## config.mk

```make
export PLATFORM = sky130hd
export DESIGN_NAME = mdu_iter
export DESIGN_NICKNAME = d
export VERILOG_FILES = /design/src/rtl/mdu_iter.sv
export SDC_FILE = /design/constraint.sdc
export NUM_CORES = 1
export LEC_CHECK = 0
export CAP_MARGIN = 20
export CORE_ASPECT_RATIO = 2
export CORE_MARGIN = 4
export CORE_UTILIZATION = 45
export CTS_CLUSTER_DIAMETER = 30
export DETAILED_ROUTE_END_ITERATION = 16
export GPL_TIMING_DRIVEN = 1
export HOLD_SLACK_MARGIN = 0.08
export PLACE_DENSITY_LB_ADDON = 0.1
export REMOVE_ABC_BUFFERS = 1
export SETUP_SLACK_MARGIN = 0.02
export SYNTH_ARGS = -nofsm -noshare
export SYNTH_HDL_FRONTEND = slang
export SYNTH_SLANG_ARGS = --single-unit
```

## constraint.sdc

```tcl
create_clock -name clk -period 6.6 [get_ports clk]
set_input_delay 0.66 -clock clk [delete_from_list [all_inputs] [get_ports clk]]
set_output_delay 0.66 -clock clk [all_outputs]
set_load 0.02 [all_outputs]
```

## src/rtl/mdu_iter.sv

```systemverilog
// mdu_iter: iterative RV32M multiply/divide unit.
// A radix-2 shift-add multiplier and a restoring divider share one 64-bit
// working register. Operands are reduced to magnitudes at accept time, the
// loop runs for XLEN edges, and a final FIX edge applies the recorded sign.
// Divide-by-zero and signed overflow may bypass the loop (EARLY_OUT).
// Only XLEN=32 is supported.
module mdu_iter #(
    parameter int XLEN      = 32,
    parameter bit EARLY_OUT = 1'b1
) (
    input  logic            clk,
    input  logic            rst,
    input  logic            start,
    input  logic [2:0]      funct3,
    input  logic [XLEN-1:0] op_a,
    input  logic [XLEN-1:0] op_b,
    input  logic [4:0]      rd_in,
    output logic            busy,
    output logic            done,
    output logic [XLEN-1:0] result,
    output logic [4:0]      rd_out
);

    localparam int CW = $clog2(XLEN);
    localparam logic [CW-1:0] LAST = CW'(XLEN - 1);

    typedef enum logic [1:0] {
        IDLE,
        CALC,
        FIX,
        DONE
    } state_t;

    state_t state, state_nx;

    logic [CW-1:0]     cnt;
    logic [2:0]        op;        // latched funct3
    logic              res_neg;   // negate the selected output in FIX
    logic [XLEN-1:0]   opb;       // multiplicand / divisor magnitude
    logic [2*XLEN-1:0] work;      // {hi, lo}: product or {remainder, quotient}

    // ---------------------------------------------------------------
    // Accept-time operand decode (only used on the start edge)
    // ---------------------------------------------------------------
    logic            accept;
    logic            is_div_in;
    logic            sgn_a_in, sgn_b_in;
    logic            sa, sb;
    logic [XLEN-1:0] mag_a, mag_b;
    logic            b_zero, ovf;
    logic            neg_in;
    logic            early;
    logic [XLEN-1:0] early_val;

    assign accept    = start && (state == IDLE);
    assign is_div_in = funct3[2];

    // MUL/MULH/MULHSU treat rs1 as signed, MUL/MULH treat rs2 as signed;
    // DIV/REM are signed on both, the U variants on neither.
    assign sgn_a_in  = is_div_in ? ~funct3[0] : (funct3 != 3'b011);
    assign sgn_b_in  = is_div_in ? ~funct3[0] : ~funct3[1];

    assign sa        = sgn_a_in & op_a[XLEN-1];
    assign sb        = sgn_b_in & op_b[XLEN-1];
    assign mag_a     = sa ? (~op_a + 1'b1) : op_a;
    assign mag_b     = sb ? (~op_b + 1'b1) : op_b;

    assign b_zero    = (op_b == '0);
    assign ovf       = is_div_in && !funct3[0]
                       && (op_a == {1'b1, {(XLEN-1){1'b0}}})
                       && (op_b == '1);

    // Quotient of x/0 is all ones regardless of sign, so its sign is
    // suppressed; remainder always takes the dividend's sign.
    assign neg_in    = !is_div_in ? (sa ^ sb)
                     : funct3[1]  ? sa
                     :              ((sa ^ sb) & ~b_zero);

    assign early     = EARLY_OUT && is_div_in && (b_zero || ovf);
    assign early_val = !funct3[1] ? (b_zero ? '1 : {1'b1, {(XLEN-1){1'b0}}})
                     :              (b_zero ? op_a : '0);

    // ---------------------------------------------------------------
    // One iteration of the shared datapath
    // ---------------------------------------------------------------
    logic [XLEN:0]     mul_sum;
    logic [2*XLEN-1:0] mul_next;
    logic [XLEN:0]     rem_sh;
    logic              fits;
    logic [XLEN-1:0]   diff;
    logic [2*XLEN-1:0] div_next;

    assign mul_sum  = {1'b0, work[2*XLEN-1:XLEN]}
                    + (work[0] ? {1'b0, opb} : '0);
    assign mul_next = {mul_sum, work[XLEN-1:1]};

    // The shifted partial remainder can need XLEN+1 bits; the difference
    // is only kept when it is below the divisor, so XLEN bits suffice.
    assign rem_sh   = work[2*XLEN-1:XLEN-1];
    assign fits     = (rem_sh >= {1'b0, opb});
    assign diff     = rem_sh[XLEN-1:0] - opb;
    assign div_next = fits ? {diff, work[XLEN-2:0], 1'b1}
                           : {work[2*XLEN-2:0], 1'b0};

    // Sign fix-up and output selection for the FIX edge
    logic [2*XLEN-1:0] prod_fix;
    logic [XLEN-1:0]   fix_val;

    always_comb begin
        // NOTE: every combinational output gets a default first so no path
        // leaves it unassigned, which would otherwise infer a latch.
        fix_val  = '0;
        prod_fix = res_neg ? (~work + 1'b1) : work;
        case (op)
            3'b000:  fix_val = prod_fix[XLEN-1:0];
            3'b001,
            3'b010,
            3'b011:  fix_val = prod_fix[2*XLEN-1:XLEN];
            3'b100,
            3'b101:  fix_val = res_neg ? (~work[XLEN-1:0] + 1'b1)
                                       : work[XLEN-1:0];
            default: fix_val = res_neg ? (~work[2*XLEN-1:XLEN] + 1'b1)
                                       : work[2*XLEN-1:XLEN];
        endcase
    end

    // ---------------------------------------------------------------
    // Control FSM
    // ---------------------------------------------------------------

    // Next-state logic
    always_comb begin
        state_nx = state;
        case (state)
            IDLE:    if (accept) state_nx = early ? DONE : CALC;
            CALC:    if (cnt == LAST) state_nx = FIX;
            FIX:     state_nx = DONE;
            DONE:    state_nx = IDLE;
            default: state_nx = IDLE;
        endcase
    end

    // State register
    always_ff @(posedge clk or negedge rst) begin
        // NOTE: clocked state uses non-blocking assignments so every
        // register samples pre-edge values, independent of statement order.
        if (!rst) state <= IDLE;
        else      state <= state_nx;
    end

    // Operand capture, iteration and result register
    always_ff @(posedge clk or negedge rst) begin
        if (!rst) begin
            cnt     <= '0;
            op      <= '0;
            res_neg <= 1'b0;
            opb     <= '0;
            work    <= '0;
            result  <= '0;
            rd_out  <= '0;
        end else begin
            case (state)
                IDLE: begin
                    if (accept) begin
                        op      <= funct3;
                        rd_out  <= rd_in;
                        res_neg <= neg_in;
                        cnt     <= '0;
                        opb     <= mag_b;
                        work    <= {{XLEN{1'b0}}, mag_a};
                        if (early) result <= early_val;
                    end
                end
                CALC: begin
                    work <= op[2] ? div_next : mul_next;
                    cnt  <= cnt + 1'b1;
                end
                FIX:     result <= fix_val;
                default: ;
            endcase
        end
    end

    assign busy = (state != IDLE);
    assign done = (state == DONE);

endmodule

```

==> impl_metrics.tcl <==
set metrics [dict create \
    cts_root_buf "clkbuf_16" \
    grt_use_total_pct 32.8 \
    synth_cells 1994 \
    post-route-period-util_pct 68.5 \
    rsz0062_at_grt "no" \
    remaining_drc_errors 0 \
    synth-compound-area-share_pct 28.5 \
    ys_warn_count 0 \
    p_switching_w 0.00544 \
    drv_slew 0 \
    cts_setup_buffers 0 \
    max-cap-violations 0 \
    via_per_inst 6.39 \
    ys_seq_area_share_pct 24.2 \
    ir_worst_vdd_uv 277 \
    insertedDiodeCount 0 \
    critPathKind "input pin to flop" \
    clkTransAtPathRegs_ns 0.07 \
    yosysTopAreaCellShare_pct 24.2 \
    timing.critical_path.arrival_ns 4.91 \
    critPathMaxStageDelay_ns 0.74 \
    synth_edf_count 0 \
    grt_max_degree 79 \
    crit_slowest_cell "nand4_1" \
    yosysTopAreaCell "dfrtp_1" \
    grt_pass1_vias 15800 \
    place_hpwl_um 46700 \
    cp-end-kind "flop" \
    hold_ws_ns 0.216 \
    clock-sinks 144 \
    synthAdderAreaFrac_pct 6.58 \
    drtIter0Drc 1387 \
    synth_cell_types 82 \
    mostFrequentLayoutCells "215 x nand2_1, 212 x o21ai_0, 172 x nor2_1" \
    p_sw_share_pct 54.9 \
    utilization_pct 52.1 \
    post_cts_resized 0 \
    hold_viol 0 \
    ys_seq_elements 144 \
    fillCellCount 3252 \
    synthArstFlopShare_pct 100 \
    cpMostUsedCell "nand4_1" \
    cts_tree "done" \
    final_common_cell "nand2_1" \
    drt_pass1_iterations 9 \
    setup_violations 0 \
    ant_nets 0 \
    maxSlewHeadroom_pct 19.7 \
    cts_hold_buf 0 \
    clk_path_buf_depth 2 \
    wl_per_cell_um 24.3 \
    nets 2175 \
    antenna_found_initial 0 \
    std_cell_rows 93 \
    overflow 0 \
    insertion_delay_ns 0.46 \
    die_area_um2 36200 \
    holdCritPathClass "input pin to asynchronous set/reset pin" \
    tightest_slew_ns 1.19 \
    synthesis.area_um2 14900 \
    cp_data_required_time_ns 6.98 \
    min_period_ns 4.52 \
    power_frac_seq_pct 19.9 \
    power.internal_w 0.00447 \
    power.density_nw_per_um2 586 \
    place_congestion 0.953 \
    cp_cell_sequence "clkdlybuf4s50_1, or4_1, nor4_1, nand4_1, o31ai_1, nand4_1, nand2_2, buf_4, nor2_1, a31oi_1" \
    core_um2 32500 \
    port_buffers 113 \
    syn_to_final_growth_pct 13.7 \
    yosys.area_share.simple_pct 21.8 \
    synth_area_per_cell_um2 7.46 \
    r2r_cells 8 \
    grt_pass1_wl_um 90400 \
    drive_gt1_share_pct 5.26 \
    synth_top_family_by_area "compound AO/OA/AOI/OAI gates" \
    status "completed" \
    numCtsBuffers 17 \
    htree_levels 4 \
    critPathLaunchType "input pin" \
    synth_mux_area_share_pct 4.95 \
    synth-main-ff-cell "dfrtp_1" \
    routed_wl_um 59900 \
    final_area_um2 16900 \
    synthTopCellsByArea "dfrtp_1 24%, o21ai_0 7.1%, ha_1 6.3%" \
    vias 15700 \
    combPwrFrac_pct 69.9 \
    p_leak_nw 6.95 \
    die_width_um 137 \
    crit_fanout 28 \
    fmax_ghz 0.221 \
    skew_ns 0.00971 \
    register_area_um2 3610 \
    multi_input_area_um2 10500 \
    clkPwrFrac_pct 10.2 \
    start_util_pct 45.8 \
    die_y_um 265 \
    ios 114 \
    dpl_cell_area_um2 16300 \
    synthXorXnorAreaFrac_pct 8.48 \
]
[power groups by stage]
| stage | combinational (W) | sequential, W | clock (W) |
|---|---|---|---|
| finish | 0.00692 | 0.00197 | 0.00102 |
| global route | 0.00753 | 0.00203 | 0.00106 |
| CTS | 0.00685 | 0.00195 | 0.00103 |
| detailed placement | 0.00681 | 0.00197 | 0 |
| global placement | 0.00673 | 0.00196 | 0 |
| floorplan | 0.00453 | 0.00191 | 0 |
[critical path: cells and delay by family]
family                 cells  cell delay [ns]
AO/OA/AOI/OAI              2             0.62
AND/OR/NAND/NOR            6             2.70
buffers and inverters      2             0.88
[through the flow]
step	setup TNS, ns	instances	worst slack, ns	total power, W
2_1_floorplan	-36.51	1859	-0.987	0.00644
3_3_place_gp	0	2428	1.89	0.00869
3_5_place_dp	0	2430	1.69	0.00878
4_1_cts	0	2462	2.17	0.00983
5_1_grt	0	2463	1.99	0.0106
6_report	0	2463	2.08	0.00991
[worst paths after layout]
| path | slack (ns) | from | endpoint |
|---|---|---|---|
| worst max-delay path | 2.08 | op_a[2] | result[24]$_DFFE_PN0P_ |
| worst min-delay path | 0.22 | rst | work[5]$_DFFE_PN0P_ |
| worst max register to register | 2.34 | work[57]$_DFFE_PN0P_ | work[37]$_DFFE_PN0P_ |
| worst min register to register | 0.48 | opb[9]$_DFFE_PN0P_ | opb[9]$_DFFE_PN0P_ |
| max in group asynchronous | 4.84 | rst | op[2]$_DFFE_PN0P_ |
| min in group clk | 0.48 | opb[9]$_DFFE_PN0P_ | opb[9]$_DFFE_PN0P_ |
[cell usage after synthesis, types with 15 or more instances]
library cell / n
nand4_1: 28
a22oi_1: 25
nand3_1: 54
o41ai_1: 15
o21a_1: 19
clkbuf_1: 111
or3_1: 22
o211ai_1: 25
and3_1: 17
ha_1: 75
o21ai_0: 212
dfrtp_1: 144
a21o_1: 20
nor4_1: 28
mux2i_1: 60
nand2b_1: 17
a31oi_1: 38
xnor2_1: 85
xor2_1: 59
nor3_1: 48
nor2_1: 175
o31ai_1: 33
or4_1: 17
inv_1: 77
a21oi_1: 133
nand2_1: 217
buf_1: 17
a211oi_1: 16
[flip-flops by register name, indices dropped and copies added, names as in the netlist]
signal	cells
cnt	5
work	64
result	32
opb	32
op	3
rd_out	5
state	2
res_neg	1
[routing by layer]
metal / up-vias / routed length, um / GRT usage, %
li1: 7376 / - / -
met1: 7438 / 20200 / 32.2
met2: 657 / 31000 / 58.9
met3: 257 / 2720 / 4.28
met4: 0 / 6100 / 28.6
met5: - / 0 / 0
[logic make-up after synthesis]
logic type      Yosys count
flops                   144
compound gates          664
mux                      71
xor+xnor                144
simple gates            680
fa+ha+maj                77
buf+inv                 214
[layout make-up]
| class | count | share of cell area, % |
|---|---|---|
| clock inverter | 14 | 0.881 |
| multi-input combinational | 1636 | 62.0 |
| inverter | 79 | 1.75 |
| tap | 427 | 3.16 |
| sequential | 144 | 21.3 |
| timing repair buffer | 145 | 8.24 |
| clock buffer | 18 | 2.60 |
No activity file was read; power rests on OpenSTA's default activity.
